==> src/rtl/fetch_unit_pkg.sv <==
// Shared types and constants for the instruction-fetch stage.
package fetch_unit_pkg;

    localparam int unsigned FU_DATA_W    = 32;
    localparam int unsigned FU_MEM_WORDS = 64;
    localparam int unsigned PC_STEP      = 4;

    localparam logic [31:0] FU_RESET_PC  = 32'h0000_0000;
    localparam logic [31:0] FU_HALT_INST = 32'hFC00_0000;
    localparam logic [31:0] NOP          = 32'h0000_0000;

    typedef enum logic [1:0] {
        ST_BOOT   = 2'd0,
        ST_RUN    = 2'd1,
        ST_HALTED = 2'd2
    } fetch_state_e;

endpackage

==> src/rtl/fetch_unit_if.sv <==
// Fetch-stage bus: control from downstream, program-memory port and IF/ID outputs.
interface fetch_unit_if #(
    parameter int unsigned DATA_W = 32
);
    logic              stall_i;
    logic              redirect_i;
    logic [DATA_W-1:0] redirect_pc_i;
    logic [DATA_W-1:0] inst_i;
    logic [DATA_W-1:0] pc_o;
    logic              if_id_valid_o;
    logic [DATA_W-1:0] if_id_inst_o;
    logic [DATA_W-1:0] if_id_pc_o;
    logic [DATA_W-1:0] if_id_pc4_o;
    logic              halted_o;
    logic              misalign_o;

    modport master (
        output stall_i, redirect_i, redirect_pc_i, inst_i,
        input  pc_o, if_id_valid_o, if_id_inst_o, if_id_pc_o, if_id_pc4_o,
               halted_o, misalign_o
    );

    modport slave (
        input  stall_i, redirect_i, redirect_pc_i, inst_i,
        output pc_o, if_id_valid_o, if_id_inst_o, if_id_pc_o, if_id_pc4_o,
               halted_o, misalign_o
    );
endinterface

==> src/rtl/fetch_unit_if_id_reg.sv <==
// IF/ID pipeline register: flush wins over load, otherwise holds.
module fetch_unit_if_id_reg
    import fetch_unit_pkg::*;
#(
    parameter int unsigned DATA_W = FU_DATA_W
) (
    input  logic              clk,
    input  logic              rst_n,
    input  logic              load_i,
    input  logic              flush_i,
    input  logic [DATA_W-1:0] inst_i,
    input  logic [DATA_W-1:0] pc_i,
    input  logic [DATA_W-1:0] pc4_i,
    output logic              valid_o,
    output logic [DATA_W-1:0] inst_o,
    output logic [DATA_W-1:0] pc_o,
    output logic [DATA_W-1:0] pc4_o
);

    logic              valid_q;
    logic [DATA_W-1:0] inst_q;
    logic [DATA_W-1:0] pc_q;
    logic [DATA_W-1:0] pc4_q;

    always_ff @(posedge clk or negedge rst_n) begin
        if (!rst_n) begin
            valid_q <= 1'b0;
            inst_q  <= DATA_W'(NOP);
            pc_q    <= '0;
            pc4_q   <= '0;
        end else if (flush_i) begin
            valid_q <= 1'b0;
            inst_q  <= DATA_W'(NOP);
            pc_q    <= '0;
            pc4_q   <= '0;
        end else if (load_i) begin
            valid_q <= 1'b1;
            inst_q  <= inst_i;
            pc_q    <= pc_i;
            pc4_q   <= pc4_i;
        end
    end

    assign valid_o = valid_q;
    assign inst_o  = inst_q;
    assign pc_o    = pc_q;
    assign pc4_o   = pc4_q;

endmodule

==> src/rtl/fetch_unit.sv <==
// Instruction-fetch stage: owns the PC, sequences BOOT/RUN/HALTED and feeds IF/ID.
module fetch_unit
    import fetch_unit_pkg::*;
#(
    parameter int unsigned       DATA_W    = FU_DATA_W,
    parameter logic [DATA_W-1:0] RESET_PC  = DATA_W'(FU_RESET_PC),
    parameter int unsigned       MEM_WORDS = FU_MEM_WORDS,
    parameter logic [DATA_W-1:0] HALT_INST = DATA_W'(FU_HALT_INST)
) (
    input logic         clk,
    input logic         rst_n,
    fetch_unit_if.slave bus
);

    localparam int unsigned       ADDR_W  = $clog2(MEM_WORDS * PC_STEP);
    localparam logic [DATA_W-1:0] PC_MASK = DATA_W'((64'(1) << ADDR_W) - 64'(1));

    fetch_state_e      state_q, state_d;
    logic [DATA_W-1:0] pc_q, pc_d;
    logic              halted_q, halted_d;
    logic              misalign_q, misalign_d;
    logic              ifid_load;
    logic              ifid_flush;

    logic [DATA_W-1:0] pc_inc;
    logic [DATA_W-1:0] redir_pc;
    logic              redir_mis;
    logic              is_halt;

    // Address arithmetic wraps at the memory size with upper bits forced to zero
    assign pc_inc    = (pc_q + DATA_W'(PC_STEP)) & PC_MASK;
    assign redir_pc  = {bus.redirect_pc_i[DATA_W-1:2], 2'b00} & PC_MASK;
    assign redir_mis = |bus.redirect_pc_i[1:0];
    assign is_halt   = (bus.inst_i == HALT_INST);

    always_ff @(posedge clk or negedge rst_n) begin
        if (!rst_n) begin
            state_q <= ST_BOOT;
        end else begin
            state_q <= state_d;
        end
    end

    always_comb begin
        state_d = state_q;
        unique case (state_q)
            ST_BOOT:   state_d = ST_RUN;
            ST_RUN: begin
                if (!bus.redirect_i && !bus.stall_i && is_halt) begin
                    state_d = ST_HALTED;
                end
            end
            ST_HALTED: begin
                if (bus.redirect_i) begin
                    state_d = ST_RUN;
                end
            end
            default:   state_d = ST_BOOT;
        endcase
    end

    // Redirect outranks stall and halt detection in both RUN and HALTED
    always_comb begin
        pc_d       = pc_q;
        halted_d   = halted_q;
        misalign_d = misalign_q;
        ifid_load  = 1'b0;
        ifid_flush = 1'b0;
        unique case (state_q)
            ST_BOOT: ;
            ST_RUN: begin
                if (bus.redirect_i) begin
                    pc_d       = redir_pc;
                    ifid_flush = 1'b1;
                    misalign_d = misalign_q | redir_mis;
                end else if (!bus.stall_i) begin
                    ifid_load = 1'b1;
                    if (is_halt) begin
                        halted_d = 1'b1;
                    end else begin
                        pc_d = pc_inc;
                    end
                end
            end
            ST_HALTED: begin
                if (bus.redirect_i) begin
                    pc_d       = redir_pc;
                    ifid_flush = 1'b1;
                    misalign_d = misalign_q | redir_mis;
                    halted_d   = 1'b0;
                end else if (!bus.stall_i) begin
                    ifid_flush = 1'b1;
                end
            end
            default: ;
        endcase
    end

    always_ff @(posedge clk or negedge rst_n) begin
        if (!rst_n) begin
            pc_q       <= RESET_PC;
            halted_q   <= 1'b0;
            misalign_q <= 1'b0;
        end else begin
            pc_q       <= pc_d;
            halted_q   <= halted_d;
            misalign_q <= misalign_d;
        end
    end

    fetch_unit_if_id_reg #(
        .DATA_W (DATA_W)
    ) u_if_id_reg (
        .clk     (clk),
        .rst_n   (rst_n),
        .load_i  (ifid_load),
        .flush_i (ifid_flush),
        .inst_i  (bus.inst_i),
        .pc_i    (pc_q),
        .pc4_i   (pc_inc),
        .valid_o (bus.if_id_valid_o),
        .inst_o  (bus.if_id_inst_o),
        .pc_o    (bus.if_id_pc_o),
        .pc4_o   (bus.if_id_pc4_o)
    );

    assign bus.pc_o       = pc_q;
    assign bus.halted_o   = halted_q;
    assign bus.misalign_o = misalign_q;

endmodule

==> src/flat_wrapper.sv <==
// flat-port wrapper written by rule: the top's interface ports become plain ports
module fetch_unit_flat import fetch_unit_pkg::*;
#(
    parameter int unsigned       DATA_W    = FU_DATA_W,
    parameter logic [DATA_W-1:0] RESET_PC  = DATA_W'(FU_RESET_PC),
    parameter int unsigned       MEM_WORDS = FU_MEM_WORDS,
    parameter logic [DATA_W-1:0] HALT_INST = DATA_W'(FU_HALT_INST)
)
  (clk, rst_n, bus_stall_i, bus_redirect_i, bus_redirect_pc_i, bus_inst_i, bus_pc_o, bus_if_id_valid_o, bus_if_id_inst_o, bus_if_id_pc_o, bus_if_id_pc4_o, bus_halted_o, bus_misalign_o);
  fetch_unit_if #(.DATA_W(DATA_W)) bus_i ();
  input logic clk;
  input logic rst_n;
  input wire logic [$bits(bus_i.stall_i)-1:0] bus_stall_i;
  input wire logic [$bits(bus_i.redirect_i)-1:0] bus_redirect_i;
  input wire logic [$bits(bus_i.redirect_pc_i)-1:0] bus_redirect_pc_i;
  input wire logic [$bits(bus_i.inst_i)-1:0] bus_inst_i;
  output wire logic [$bits(bus_i.pc_o)-1:0] bus_pc_o;
  output wire logic [$bits(bus_i.if_id_valid_o)-1:0] bus_if_id_valid_o;
  output wire logic [$bits(bus_i.if_id_inst_o)-1:0] bus_if_id_inst_o;
  output wire logic [$bits(bus_i.if_id_pc_o)-1:0] bus_if_id_pc_o;
  output wire logic [$bits(bus_i.if_id_pc4_o)-1:0] bus_if_id_pc4_o;
  output wire logic [$bits(bus_i.halted_o)-1:0] bus_halted_o;
  output wire logic [$bits(bus_i.misalign_o)-1:0] bus_misalign_o;
  assign bus_i.stall_i = bus_stall_i;
  assign bus_i.redirect_i = bus_redirect_i;
  assign bus_i.redirect_pc_i = bus_redirect_pc_i;
  assign bus_i.inst_i = bus_inst_i;
  assign bus_pc_o = bus_i.pc_o;
  assign bus_if_id_valid_o = bus_i.if_id_valid_o;
  assign bus_if_id_inst_o = bus_i.if_id_inst_o;
  assign bus_if_id_pc_o = bus_i.if_id_pc_o;
  assign bus_if_id_pc4_o = bus_i.if_id_pc4_o;
  assign bus_halted_o = bus_i.halted_o;
  assign bus_misalign_o = bus_i.misalign_o;
  fetch_unit #(.DATA_W(DATA_W), .RESET_PC(RESET_PC), .MEM_WORDS(MEM_WORDS), .HALT_INST(HALT_INST)) u_core (.clk(clk), .rst_n(rst_n), .bus(bus_i));
endmodule
==> config.mk <==
export PLATFORM = sky130hd
export DESIGN_NAME = fetch_unit_flat
export DESIGN_NICKNAME = d
export VERILOG_FILES = /design/src/rtl/fetch_unit_pkg.sv /design/src/rtl/fetch_unit_if.sv /design/src/rtl/fetch_unit_if_id_reg.sv /design/src/rtl/fetch_unit.sv /design/src/flat_wrapper.sv
export SDC_FILE = /design/constraint.sdc
export NUM_CORES = 1
export LEC_CHECK = 0
export CORE_ASPECT_RATIO = 1.25
export CORE_MARGIN = 4
export CORE_UTILIZATION = 37
export DETAILED_ROUTE_END_ITERATION = 16
export MAX_ROUTING_LAYER = met4
export PLACE_DENSITY = 0.85
export SYNTH_ARGS = -nofsm -noshare
export SYNTH_HDL_FRONTEND = slang
export SYNTH_SLANG_ARGS = --single-unit
export TNS_END_PERCENT = 20
==> constraint.sdc <==
create_clock -name clk -period 2.55 [get_ports clk]
set_clock_uncertainty 0.05 [all_clocks]
set_input_delay 0.51 -clock clk [delete_from_list [all_inputs] [get_ports clk]]
set_output_delay 0.51 -clock clk [all_outputs]
set_load 0.03 [all_outputs]
* Yosys cells after proc, flatten, opt, wreduce, memory -nomap -nowiden *
Cells that the tools add are included.

word-level totals
  register bits = 133
  word-level logic and storage cells = 60
  output and inout bits = 131
  bits of input ports = 68

cells by class
  eq/ne operators = 10
  bitwise operators = 1
  add/sub/neg operators = 1
  mux-type cells = 27
  reduce and logical (&&, ||, !) cells = 13

operator list
  cell                  count
  $mux 32               10
  $pmux 32 s2           1
  $eq 32x32->1 const B  1
  $mux 1                11
  $add 8x3->8 const B   1
  $ne 2x2->1 const B    3
  $ne 3x3->1 const B    2
  $pmux 2 s3            1
  $reduce_and 5->1      1
  $mux 2                2
  $ne 2x1->1 const B    2
  $pmux 1 s2            2
  $reduce_and 2->1      2
  $reduce_and 4->1      1
  $reduce_bool 2->1     2
  $reduce_or 2->1       2
  $eq 2x1->1 const B    1
  $eq 2x2->1 const B    1
  $logic_and 1x1->1     2
  $logic_not 1->1       2
  $logic_not 2->1       1
  $or 1x1->1            1

* Depth between registers and ports, before layout *
Gate-level depths: netlist of run 1.

  depth in word-level cells = 5
  depth in mapped cells = 9
  depth with buffers taken out = 7

* Cells and area by module *
Synthesis of run 1 repeated with hierarchy kept, for this count alone.

unflattened totals
  cell total of the unflattened synthesis = 429
  area, all modules = 4,859.7 um2

modules (own cells, without submodules)
  module                sequential area each (um2)  times used  area an instance (um2)  cells an instance
  fetch_unit_if_id_reg  2,427.3                     1           3,916.3                 313
  fetch_unit            250.2                       1           943.4                   116

* Worst setup path after synthesis of run 1 *
Ideal clock, no wire load.

  path kind = input -> register
  start point = in bus_inst_i[22]
  end point = reg u_core.state_q[1]
  stages on the path = 5
  required time = 2.372 ns
  slack = 0.368 ns
  buffers on the path = 0
  setup time = 0.128 ns
  data arrival time = 2.005 ns
  cells stage by stage = or4_4 nor4_4 nand4_1 a22oi_2 mux2_1

between the ends
  cells in the longest elaborated chain, start to end = 4

ends and longest elaborated chain
  item                               RTL line            text
  start, declared                    flat_wrapper.sv:16  input wire logic [$bits(bus_i.inst_i)-1:0] bus_inst_i;
  $eq 32x32->1                       fetch_unit.sv:34    assign is_halt = (bus.inst_i == HALT_INST);
  $logic_and 1x1->1                  fetch_unit.sv:49    if (!bus.redirect_i && !bus.stall_i && is_halt) begin
  $ne 2x1->1 (no source line)        -
  $reduce_and 2->1 (no source line)  -
  end signal, assigned               fetch_unit.sv:40    state_q <= state_d;
  end, declared                      fetch_unit.sv:18    fetch_state_e state_q, state_d;

Every way passes these cells.
A chain may end at the register's enable or synchronous reset.

* Worst setup path in the final report of run 1 *
  start point = in bus_inst_i[25]
  end point = reg u_core.pc_q[4], in the netlist u_core.bus.pc_o[4]

between the ends
  cells in the longest elaborated chain, start to end = 3

ends and longest elaborated chain
  item                               RTL line           text
  $eq 32x32->1                       fetch_unit.sv:34
  $ne 3x3->1 (no source line)        -
  $reduce_and 4->1 (no source line)  -
  end signal, assigned               fetch_unit.sv:105  pc_q <= pc_d;
  end, declared                      fetch_unit.sv:19   logic [DATA_W-1:0] pc_q, pc_d;

Every way passes these cells.

==> Implementation_results.wiki, run 1 <==
{| class="wikitable"
! Metric !! Value
|-
| Clock insertion delay at the later pin of the skew report || about 0.30 ns
|-
| Number of setup violations in the final report || 0
|-
| Number of optimization iterations in the first detailed-route pass || 4
|-
| Mean Syn Cell Area || 10.71 um^2
|-
| Root cell of the clock tree || sky130_fd_sc_hd__clkbuf_8
|-
| Fraction of the yosys area taken by sequential cells || 0.4558
|-
| Number of placed instances with taps included || between 400 and 500
|-
| Type of the tightest min-delay check || in2async
|-
| Top-Level Pins || a little under 200
|-
| Total leakage power || 0.001924 uW
|-
| Unrepaired setup endpoints after global routing || false
|-
| Number of buffers created by CTS || 5
|-
| Startpoint types || input port
|-
| Layout overhead on the synthesized area || 33.66%
|-
| Area of the die || 9840 um^2
|-
| Flops & latches, synth || 56
|-
| Die X || between 80 and 90 um
|-
| Transition time of the tightest slew-check pin || around 0.64 ns
|-
| Synth area leader || sky130_fd_sc_hd__dfrtp_1
|-
| HPWL reported at the end of detailed placement || 5962 um
|-
| Clock input transition at the sequential cells of the worst setup and hold paths || 0.10 ns
|-
| Arrival time of the worst setup path || roughly 2.6 ns
|-
| Std-Cell Core Area || 7928 um^2
|-
| Summed negative setup slack over all endpoints || 0 ns
|-
| CP Max Fanout || 5
|-
| Vert. Die Dim || 109.9 um
|-
| Total standard cell area after synthesis || 3074 um^2
|-
| Number of warning messages in the yosys log || 0
|-
| Setup Crit Path Kind || in2reg
|-
| Area used by sequential logic in the layout || 1401 um^2
|-
| Pwr per Cell Area || 537.6 nW/um^2
|-
| Routability Congestion || 0.9018
|-
| Final Max Tran Viols || 0
|-
| Overall routing resource usage || 0.1509
|-
| Main flop type after synthesis || sky130_fd_sc_hd__dfrtp_1
|-
| Number of standard cells after synthesis || 287
|-
| Crit path from || bus_inst_i[25]
|-
| Pin count of the biggest net entering global routing || 46
|-
| Average vias per placed instance || 4.787
|-
| Drt wl/cell || approximately 15 um
|-
| Worst slew margin relative to its limit || 0.5754
|-
| Post-route clock period utilization || 0.9523
|-
| CP required || between 2 and 3 ns
|-
| Yosys top cell area share || 0.4558
|-
| Clock tree buffer depth || 2
|-
| Clock tree from TritonCTS || done
|-
| Initial DRC count || 107
|-
| First-pass GRT wire length || 11230 um
|-
| Postcts setup bufs || 0
|-
| Post-Layout Cell Count || 493
|-
| Number of vias in the routed layout || 2360
|-
| Highest attainable clock frequency || 411.8 MHz
|-
| Capturing element type of the critical path || flip-flop
|-
| Effective utilization at floorplan || 0.3878
|-
| Post-route antenna net violation count || 0
|-
| Flop2flop setup slack || 0.44 ns
|-
| Number of standard-cell rows in the floorplan || 36
|-
| Top cells by area, synth || sky130_fd_sc_hd__dfrtp_1 46%, sky130_fd_sc_hd__buf_4 19%, sky130_fd_sc_hd__a22o_1 11%
|-
| Area occupied by multi-input gates || approximately 1300 um^2
|-
| Reg2Reg Launch Point || u_core.state_q[0]
|-
| Number of inserted filler cells in the final layout || 709
|-
| Most used standard cell by instance count after synthesis || sky130_fd_sc_hd__buf_4
|-
| Count of input and output buffers || 100
|-
| Maximum vdd ir drop || 362.4 uV
|-
| Overall overflow remaining after global route || 0
|-
| Fin. Hold Viols || 0
|-
| EDFF count, synth || 0
|-
| Sink Count || 56
|-
| Final WL || between 7000 and 8000 um
|-
| Outcome || finished, final reports clean
|-
| Max-cap violation count || 0
|-
| Layout cells sized above 1 || 0.09799
|-
| Min Clock Period, post-route || 2.428 ns
|-
| Total Power || approximately 2200 uW
|-
| Library cells used by synthesis || approximately 50
|-
| Nets@finish || 470
|-
| Antenna violations before repair || 0
|-
| Number of diodes || 0
|-
| Most used standard cells in the synthesized netlist || 77 x sky130_fd_sc_hd__buf_4, 56 x sky130_fd_sc_hd__dfrtp_1, 39 x sky130_fd_sc_hd__a22o_1
|-
| DRC violations left || 0
|-
| Level count of the clock H-tree || 2
|-
| Via count of the first global-routing pass || 2230
|-
| Fraction of synthesis flops using an asynchronous set or reset pin || 1.000
|-
| Final Hold Slack || roughly 0.16 ns
|}
==> cell families after synthesis <==
group	share of synthesized area
flip-flops	0.4558
other	0.001220
buffers and inverters	0.2161
AND/OR/NAND/NOR	0.09972
multiplexers	0.01099
XOR/XNOR	0.008549
adder cells (fa/ha/maj)	0.02035
AO/OA/AOI/OAI	0.1872
==> final timing paths <==
check | depth (start not counted) | to
worst max-delay path | 8 | u_core.bus.pc_o[4]
worst min-delay path | 1 | u_core.u_if_id_reg.inst_o[7]
worst max register to register | 7 | u_core.bus.pc_o[4]
worst min register to register | 1 | u_core.bus.misalign_o
max in group asynchronous | 2 | u_core.u_if_id_reg.pc_o[2]
min in group clk | 1 | u_core.bus.misalign_o
==> layout by cell type, fill, tap and decap left out, types with 6 or more instances in the layout <==
cell,n
sky130_fd_sc_hd__dfrtp_1,56
sky130_fd_sc_hd__nand2_1,7
sky130_fd_sc_hd__a22o_1,39
sky130_fd_sc_hd__o21ai_0,8
sky130_fd_sc_hd__buf_4,20
sky130_fd_sc_hd__inv_1,8
sky130_fd_sc_hd__nor2_1,10
sky130_fd_sc_hd__conb_1,74
sky130_fd_sc_hd__a21oi_1,6
sky130_fd_sc_hd__clkdlybuf4s50_1,99
==> timing repair <==
item	CTS	global route
endpoints found under the setup margin	0	1
hold buffers	0	0
resized for setup	0	1
==> registers in the layout, summed over array words and instances, names as in the netlist <==
signal / cells
u_core.bus.halted_o: 1
u_core.bus.misalign_o: 1
u_core.bus.pc_o: 6
u_core.state_q: 2
u_core.u_if_id_reg.inst_o: 32
u_core.u_if_id_reg.pc4_o: 7
u_core.u_if_id_reg.pc_o: 6
u_core.u_if_id_reg.valid_o: 1
==> layer usage <==
metal  vias to the layer above  track usage  share of wire
met3                         6      0.02849          0.086
met4                         0      0.02979         0.0088
met2                       131       0.2703           0.53
li1                       1101            -              -
met5                         -            -              0
met1                      1122       0.1747           0.38
==> where the power goes <==
part | total (uW) | internal, uW | switching, uW
clock network | 493 | 198 | 295
registers | 1010 | 953 | 57.3
logic | 705 | 265 | 440
total | 2210 | 1420 | 793
==> critical path, stage by stage <==
cell,delay [ns]
sky130_fd_sc_hd__clkdlybuf4s50_1,0.43
sky130_fd_sc_hd__or4b_1,0.56
sky130_fd_sc_hd__nor4_2,0.31
sky130_fd_sc_hd__buf_4,0.15
sky130_fd_sc_hd__and3_1,0.17
sky130_fd_sc_hd__buf_4,0.15
sky130_fd_sc_hd__o22ai_1,0.07
sky130_fd_sc_hd__a221oi_1,0.24
==> stage by stage <==
| stage | utilization | worst slack [ns] | cell area (um^2) |
|---|---|---|---|
| floorplan | - | 0.3677 | 3348 |
| global placement | 0.5060 | -0.2320 | 4011 |
| detailed placement | 0.5060 | -0.2458 | 4011 |
| CTS | 0.5175 | 0.07920 | 4103 |
| global route | 0.5183 | 0.04820 | 4109 |
| finish | 0.5183 | 0.1217 | 4109 |
==> area by class of cell <==
class / instances / area share
clock buffer: 5 / 0.01675
tap: 95 / 0.02893
clock inverter: 3 / 0.005481
multi-input combinational: 205 / 0.3167
inverter: 8 / 0.007308
sequential: 56 / 0.3410
timing repair buffer: 121 / 0.2838
(Power assumes the default switching activity.)
==> inputs of run 2 (changes only) <==
--- a/config.mk
+++ b/config.mk
@@ -5,12 +5,16 @@
 export SDC_FILE = /design/constraint.sdc
 export NUM_CORES = 1
 export LEC_CHECK = 0
+export CELL_PAD_IN_SITES_DETAIL_PLACEMENT = 0
+export CELL_PAD_IN_SITES_GLOBAL_PLACEMENT = 1
 export CORE_ASPECT_RATIO = 1.25
 export CORE_MARGIN = 4
-export CORE_UTILIZATION = 37
+export CORE_UTILIZATION = 26
+export CTS_CLUSTER_DIAMETER = 100
 export DETAILED_ROUTE_END_ITERATION = 16
+export HOLD_SLACK_MARGIN = 0.12
 export MAX_ROUTING_LAYER = met4
-export PLACE_DENSITY = 0.85
+export PLACE_DENSITY = 0.83
 export SYNTH_ARGS = -nofsm -noshare
 export SYNTH_HDL_FRONTEND = slang
 export SYNTH_SLANG_ARGS = --single-unit
==> run 2 against run 1 <==
First-iteration DRC count is 26% lower. Power grew 11%. Flip-flop and latch count unchanged. Non-clock buffer count rose by 6. Combinational power rose by 2%. Maximum frequency is 2.6% lower.
==> Implementation_results.wiki, run 2 (synthesis gave the netlist of run 1 again) <==
{| class="wikitable"
! Metric !! Value
|-
| Clock tree buffer depth || 2 (unchanged)
|-
| DRC violations left || 0 (unchanged)
|-
| Root cell of the clock tree || sky130_fd_sc_hd__clkbuf_16
|-
| Number of placed instances with taps included || 556 (+15%)
|-
| Highest attainable clock frequency || 401.1 MHz (-2.6%)
|-
| Outcome || finished, final reports clean
|-
| Pre-CTS worst setup slack || -0.4020 ns (-0.1562 ns)
|-
| Clock tree from TritonCTS || done
|-
| Clock insertion delay at the later pin of the skew report || 0.30 ns (about the same)
|-
| Die X || 105.3 um (+18%)
|-
| Layout overhead on the synthesized area || 41.11%
|-
| Number of setup violations in the final report || 0 (unchanged)
|-
| Count of input and output buffers || 100 (unchanged)
|-
| Arrival time of the worst setup path || 2.63 ns (+0.05 ns)
|-
| Total Power || 2445 uW (+11%)
|-
| Transition time of the tightest slew-check pin || 0.6845 ns (+0.04756 ns)
|-
| Final Max Tran Viols || 0 (unchanged)
|-
| Maximum vdd ir drop || 297.9 uV (-18%)
|-
| Post-detailed-placement cell area || 4144 um^2 (+3.3%)
|-
| Number of diodes || 0 (unchanged)
|-
| Post-Layout Cell Count || 565 (+15%)
|-
| Flop2flop setup slack || 0.46 ns (+0.02 ns)
|-
| Largest stage delay, worst path || 0.55 ns (about the same)
|-
| Total leakage power || 0.002013 uW (+4.6%)
|-
| Capturing element type of the critical path || flip-flop
|-
| Overall overflow remaining after global route || 0 (unchanged)
|-
| Min Clock Period, post-route || 2.493 ns (+0.06483 ns)
|-
| Number of standard-cell rows in the floorplan || 44 (+22%)
|-
| Post-route clock period utilization || 0.9777 (+0.02542)
|-
| Critical path's slowest cell || sky130_fd_sc_hd__or4_4
|-
| Post-route cell area || 4338 um^2 (+5.6%)
|-
| Flip-flop count of the largest register, all copies and words added || 32 (unchanged)
|-
| Startpoint types || input port
|-
| Level count of the clock H-tree || 2 (unchanged)
|-
| Number of buffers created by CTS || 5 (unchanged)
|-
| Final WL || 8300 um (+11%)
|-
| Nets@finish || 476 (+1.3%)
|-
| Critical Path End || u_core.bus.pc_o[3]
|-
| Worst R2R Path Depth || 6 (-1)
|-
| Post-route antenna net violation count || 0 (unchanged)
|-
| Worst reg2reg path endpoint || u_core.u_if_id_reg.inst_o[20]
|-
| Drt wl/cell || 14.69 um (-2.9%)
|-
| Overall routing resource usage || 0.1237 (-0.02714)
|-
| CP required || 2.69 ns (-0.02 ns)
|-
| Area used by sequential logic in the layout || 1401 um^2 (unchanged)
|-
| Most common cell after layout, fill and taps aside || sky130_fd_sc_hd__clkdlybuf4s50_1
|-
| Reg2Reg Launch Point || u_core.state_q[0]
|-
| Effective utilization at floorplan || 0.2646 (-0.1231)
|-
| Pwr per Cell Area || 563.6 nW/um^2 (+4.8%)
|-
| Worst-case setup margin in the final layout || 0.05687 ns (-0.06483 ns)
|-
| Sink Count || 56 (unchanged)
|-
| Average vias per placed instance || 4.292 (-10%)
|-
| Clock input transition at the sequential cells of the worst setup and hold paths || 0.08 ns (-0.02 ns)
|-
| Area of the die || 13640 um^2 (+39%)
|-
| Area occupied by multi-input gates || 1331 um^2 (+2.3%)
|-
| Type of the tightest min-delay check || in2async
|-
| Initial DRC count || 79 (-26%)
|-
| Std-Cell Core Area || 11620 um^2 (+47%)
|-
| Setup Crit Path Kind || in2reg
|-
| Pin count of the biggest net entering global routing || 30 (-35%)
|-
| Worst slew margin relative to its limit || 0.5437 (-0.03171)
|-
| HPWL reported at the end of detailed placement || 6440 um (+8.0%)
|-
| Top-Level Pins || 199 (unchanged)
|-
| Via count of the first global-routing pass || 2524 (+13%)
|-
| Most frequent cells in the layout || 98 x sky130_fd_sc_hd__clkdlybuf4s50_1, 74 x sky130_fd_sc_hd__conb_1, 56 x sky130_fd_sc_hd__dfrtp_1, 39 x sky130_fd_sc_hd__a22o_1, 25 x sky130_fd_sc_hd__buf_4
|-
| Number of vias in the routed layout || 2425 (+2.8%)
|-
| Vert. Die Dim || 129.6 um (+18%)
|-
| Summed negative setup slack over all endpoints || 0 ns (unchanged)
|-
| Antenna violations before repair || 0 (unchanged)
|-
| Layout cells sized above 1 || 0.1188 (+0.02082)
|-
| Number of optimization iterations in the first detailed-route pass || 4 (unchanged)
|-
| Max-cap violation count || 0 (unchanged)
|-
| First-pass GRT wire length || 13050 um (+16%)
|-
| Routability Congestion || 0.8463 (-6.2%)
|-
| Number of inserted filler cells in the final layout || 1141 (+61%)
|-
| Fin. Hold Viols || 0 (unchanged)
|-
| Crit path from || bus_inst_i[19]
|-
| CP Max Fanout || 2 (-3)
|-
| CP cell instances || clkdlybuf4s50_1 > or4_4 > nor4_4 > buf_4 > nand3_4 > a21oi_4 > mux2_4
|}
## run 2: routing by layer
metal / up-vias / wire length [um] / track usage
met5: - / 0 / -
met4: 0 / 83 / 0.03243
met3: 7 / 574 / 0.02491
met2: 115 / 4357 / 0.2248
met1: 1192 / 3284 / 0.1385
li1: 1111 / - / -
## run 2: final cells by class
type	count	share of cell area
timing repair buffer	127	0.2827
multi-input combinational	205	0.3069
sequential	56	0.3230
clock buffer	5	0.02884
inverter	8	0.006922
clock inverter	3	0.005192
tap	161	0.04644
## run 2: what timing repair did
action | 4_1_cts | 5_1_grt
buffers inserted | 0 | 1
pin swaps | 0 | 4
hold endpoints to repair | 0 | 0
resized for setup | 1 | 6
hold buffers | 0 | 0
endpoints found under the setup margin | 4 | 4
## run 2: metrics by stage
step,util,hold WS (ns)
2_1_floorplan,-,0.1644
4_1_cts,0.3700,0.2163
3_3_place_gp,0.3567,0.4025
3_5_place_dp,0.3567,0.4062
5_1_grt,0.3734,0.2455
6_report,0.3734,0.1979
## run 2: how the worst min path moves through the flow
stage,startpoint,cells after the start,to
4_1_cts,rst_n,1,u_core.u_if_id_reg.pc4_o[1]
3_5_place_dp,u_core.bus.misalign_o,1,u_core.bus.misalign_o
3_3_place_gp,u_core.bus.misalign_o,1,u_core.bus.misalign_o
6_report,rst_n,1,u_core.u_if_id_reg.pc4_o[1]
5_1_grt,rst_n,1,u_core.u_if_id_reg.pc4_o[1]
2_1_floorplan,rst_n,0,u_core.bus.halted_o
## run 2: critical path: cells and delay by family
| family | cells | cell delay, ns |
|---|---|---|
| mux | 1 | 0.31 |
| simple gates | 3 | 1.00 |
| compound gates | 1 | 0.19 |
| buf+inv | 2 | 0.61 |
## run 2: report_power, final
group | internal (uW) | switching, uW
Combinational | 273 | 445
Sequential | 953 | 59.3
Clock | 369 | 345
Total | 1600 | 849
==> inputs of run 3 (changes only) <==
--- a/config.mk
+++ b/config.mk
@@ -7,7 +7,7 @@
 export LEC_CHECK = 0
 export CELL_PAD_IN_SITES_DETAIL_PLACEMENT = 0
 export CELL_PAD_IN_SITES_GLOBAL_PLACEMENT = 1
-export CORE_ASPECT_RATIO = 1.25
+export CORE_ASPECT_RATIO = 1.1
 export CORE_MARGIN = 4
 export CORE_UTILIZATION = 26
 export CTS_CLUSTER_DIAMETER = 100
==> run 3 against run 2 <==
Via count is 3.3% lower. Clock power about the same. Global-route usage fell by 0.93 points. Count of clock-buffer cells in the layout grew 1. Die area about the same. Cell area down 2.1%. Worst setup slack improved by 0.0072 ns. Critical path depth decreased by 1. Routed wire length down 3.7%. Register-to-register slack worse by 0.02 ns. Maximum frequency increased by 0.29%. Critical path type unchanged.
==> Implementation_results.wiki, run 3 (synthesis gave the netlist of run 1 again) <==
{| class="wikitable"
! Metric !! Value
|-
| Outcome || finished, final reports clean
|-
| Overall routing resource usage || 0.1145 (-0.009276)
|-
| Nets@finish || 467 (-1.9%)
|-
| Int Power || 1611 uW (+0.95%)
|-
| Transition time of the tightest slew-check pin || 0.6524 ns (-0.03206 ns)
|-
| CP Max Fanout || 3 (+1)
|-
| Routability Congestion || 0.7761 (-8.3%)
|-
| Level count of the clock H-tree || 2 (unchanged)
|-
| Drt wl/cell || 14.67 um (-0.16%)
|-
| Number of diodes || 0 (unchanged)
|-
| Family with the most delay on the worst path || simple AND/OR/NAND/NOR gates
|-
| Die X || 111.7 um (+6.1%)
|-
| Layout overhead on the synthesized area || 38.18%
|-
| Arrival time of the worst setup path || 2.61 ns (-0.02 ns)
|-
| Area occupied by multi-input gates || 1320 um^2 (-0.85%)
|-
| Post-route clock period utilization || 0.9749 (-0.002836)
|-
| Startpoint types || input port
|-
| Pin count of the biggest net entering global routing || 46 (+53%)
|-
| Number of inserted filler cells in the final layout || 1148 (+0.61%)
|-
| First-pass GRT wire length || 12290 um (-5.9%)
|-
| Sw frac || 0.3373 (-0.009950)
|-
| Switching power || 820.0 uW (-3.4%)
|-
| Worst slew margin relative to its limit || 0.5651 (+0.02137)
|-
| DRC violations left || 0 (unchanged)
|-
| CP bufs+invs || 1 (-1)
|-
| Maximum vdd ir drop || 261.6 uV (-12%)
|-
| Total Power || 2431 uW (-0.57%)
|-
| Final WL || 7993 um (-3.7%)
|-
| Number of optimization iterations in the first detailed-route pass || 4 (unchanged)
|-
| Clock network power share || 0.293 (about the same)
|-
| Worst R2R Path Depth || 6 (unchanged)
|-
| Final Hold Slack || 0.1904 ns (-0.007451 ns)
|-
| Layout cells sized above 1 || 0.09620 (-0.02261)
|-
| Final core occ || 0.3680 (-0.005416)
|-
| Post-route antenna net violation count || 0 (unchanged)
|-
| Final Max Tran Viols || 0 (unchanged)
|-
| HPWL reported at the end of detailed placement || 6192 um (-3.8%)
|-
| Vert. Die Dim || 122.0 um (-5.8%)
|-
| Average vias per placed instance || 4.305 (+0.29%)
|-
| Highest attainable clock frequency || 402.3 MHz (+0.29%)
|-
| Pwr per Cell Area || 572.3 nW/um^2 (+1.5%)
|-
| Unrepaired setup endpoints after global routing || true
|-
| Overall overflow remaining after global route || 0 (unchanged)
|-
| Clock tree buffer depth || 2 (unchanged)
|-
| Root cell of the clock tree || sky130_fd_sc_hd__clkbuf_16
|-
| Clock insertion delay at the later pin of the skew report || 0.29 ns (about the same)
|-
| Number of setup violations in the final report || 0 (unchanged)
|-
| Clock input transition at the sequential cells of the worst setup and hold paths || 0.07 ns (about the same)
|-
| Area of the die || 13630 um^2 (about the same)
|-
| Via count of the first global-routing pass || 2339 (-7.3%)
|-
| Setup Crit Path Kind || in2reg
|-
| Initial DRC count || 59 (-25%)
|-
| Total leakage power || 0.001956 uW (-2.8%)
|-
| Number of standard-cell rows in the floorplan || 41 (-6.8%)
|-
| Count of input and output buffers || 100 (unchanged)
|-
| Stages on the worst setup path || 6 (-1)
|-
| Top-Level Pins || 199 (unchanged)
|-
| Flip-flop count of the largest register, all copies and words added || 32 (unchanged)
|-
| Most frequent cells in the layout || 99 x sky130_fd_sc_hd__clkdlybuf4s50_1, 74 x sky130_fd_sc_hd__conb_1, 56 x sky130_fd_sc_hd__dfrtp_1, 39 x sky130_fd_sc_hd__a22o_1, 16 x sky130_fd_sc_hd__buf_4
|-
| Logic pwr share || 0.291 (-0.003)
|-
| Number of vias in the routed layout || 2346 (-3.3%)
|-
| Min Clock Period, post-route || 2.486 ns (-0.007231 ns)
|-
| CP cell instances || clkdlybuf4s50_1 > or4_4 > nor4_4 > nand4_1 > a22oi_2 > mux2_1
|-
| Fin. Hold Viols || 0 (unchanged)
|-
| CP required || 2.68 ns (about the same)
|-
| Capturing element type of the critical path || flip-flop
|-
| Sink Count || 56 (unchanged)
|-
| Critical path's slowest cell || sky130_fd_sc_hd__or4_4
|-
| Largest stage delay, worst path || 0.56 ns (about the same)
|-
| Number of buffers created by CTS || 5 (unchanged)
|-
| Effective utilization at floorplan || 0.2663 (+0.001693)
|-
| Antenna violations before repair || 0 (unchanged)
|-
| Type of the tightest min-delay check || in2async
|-
| Clock tree from TritonCTS || done
|-
| Proportion of power drawn by flip-flops and latches || 0.416 (+0.002)
|-
| Max-cap violation count || 0 (unchanged)
|-
| Std-Cell Core Area || 11540 um^2 (-0.64%)
|-
| Area used by sequential logic in the layout || 1401 um^2 (unchanged)
|-
| Most common cell after layout, fill and taps aside || sky130_fd_sc_hd__clkdlybuf4s50_1
|}
run 3: cell type report:
cell class / instances / area share
multi-input cells: 205 / 0.3108
repair buffers: 118 / 0.2722
flip-flops and latches: 56 / 0.3299
inverters: 8 / 0.007069
well taps: 150 / 0.04418
clock inverters: 2 / 0.003240
clock buffers: 6 / 0.03270
run 3: worst paths after layout:
check,start,to,slack (ns)
worst min-delay path,rst_n,u_core.u_if_id_reg.inst_o[24],0.19
worst max-delay path,bus_inst_i[19],u_core.state_q[1],0.06
worst min register to register,u_core.u_if_id_reg.pc4_o[5],u_core.u_if_id_reg.pc4_o[5],0.43
worst max register to register,u_core.state_q[0],u_core.u_if_id_reg.inst_o[10],0.44
max in group asynchronous,rst_n,u_core.u_if_id_reg.pc4_o[2],1.67
min in group clk,u_core.u_if_id_reg.pc4_o[5],u_core.u_if_id_reg.pc4_o[5],0.43
run 3: power by group through the flow:
| stage | combinational (uW) | clock (uW) | sequential (uW) |
|---|---|---|---|
| floorplan | 373 | 0 | 1150 |
| CTS | 707 | 736 | 1010 |
| global route | 750 | 772 | 1020 |
| detailed placement | 705 | 0 | 1030 |
| finish | 707 | 713 | 1010 |
| global placement | 696 | 0 | 1030 |
run 3: metrics by stage:
stage / area (um^2) / setup WS (ns) / std cells / TNS, ns
finish: 4248 / 0.06410 / 545 / 0
CTS: 4215 / 0.02960 / 544 / 0
global placement: 4063 / -0.2356 / 536 / -1.568
floorplan: 3348 / 0.3677 / 360 / 0
detailed placement: 4063 / -0.2744 / 536 / -1.795
global route: 4248 / -0.01147 / 545 / -0.01147
run 3: metal layers:
metal	vias to the layer above	wire length [um]	track usage
met5	-	0	-
met4	0	73	0.02966
met3	4	581	0.02186
met2	114	4004	0.1942
met1	1129	3334	0.1409
li1	1099	-	-
run 3: worst reg2reg max path: stages (launching register included):
cell	delay, ns
sky130_fd_sc_hd__dfrtp_1	0.41
sky130_fd_sc_hd__inv_1	0.09
sky130_fd_sc_hd__ha_1	0.44
sky130_fd_sc_hd__nor2_1	0.13
sky130_fd_sc_hd__a211o_1	0.28
sky130_fd_sc_hd__buf_4	0.27
sky130_fd_sc_hd__a22o_1	0.33
run 3: repair_timing:
action / in CTS / in global routing
hold buffers: 0 / 0
setup endpoints to repair: 0 / 4
endpoints found under the hold margin: 0 / 0
setup buffers: 0 / 2
gates resized for setup: 0 / 4
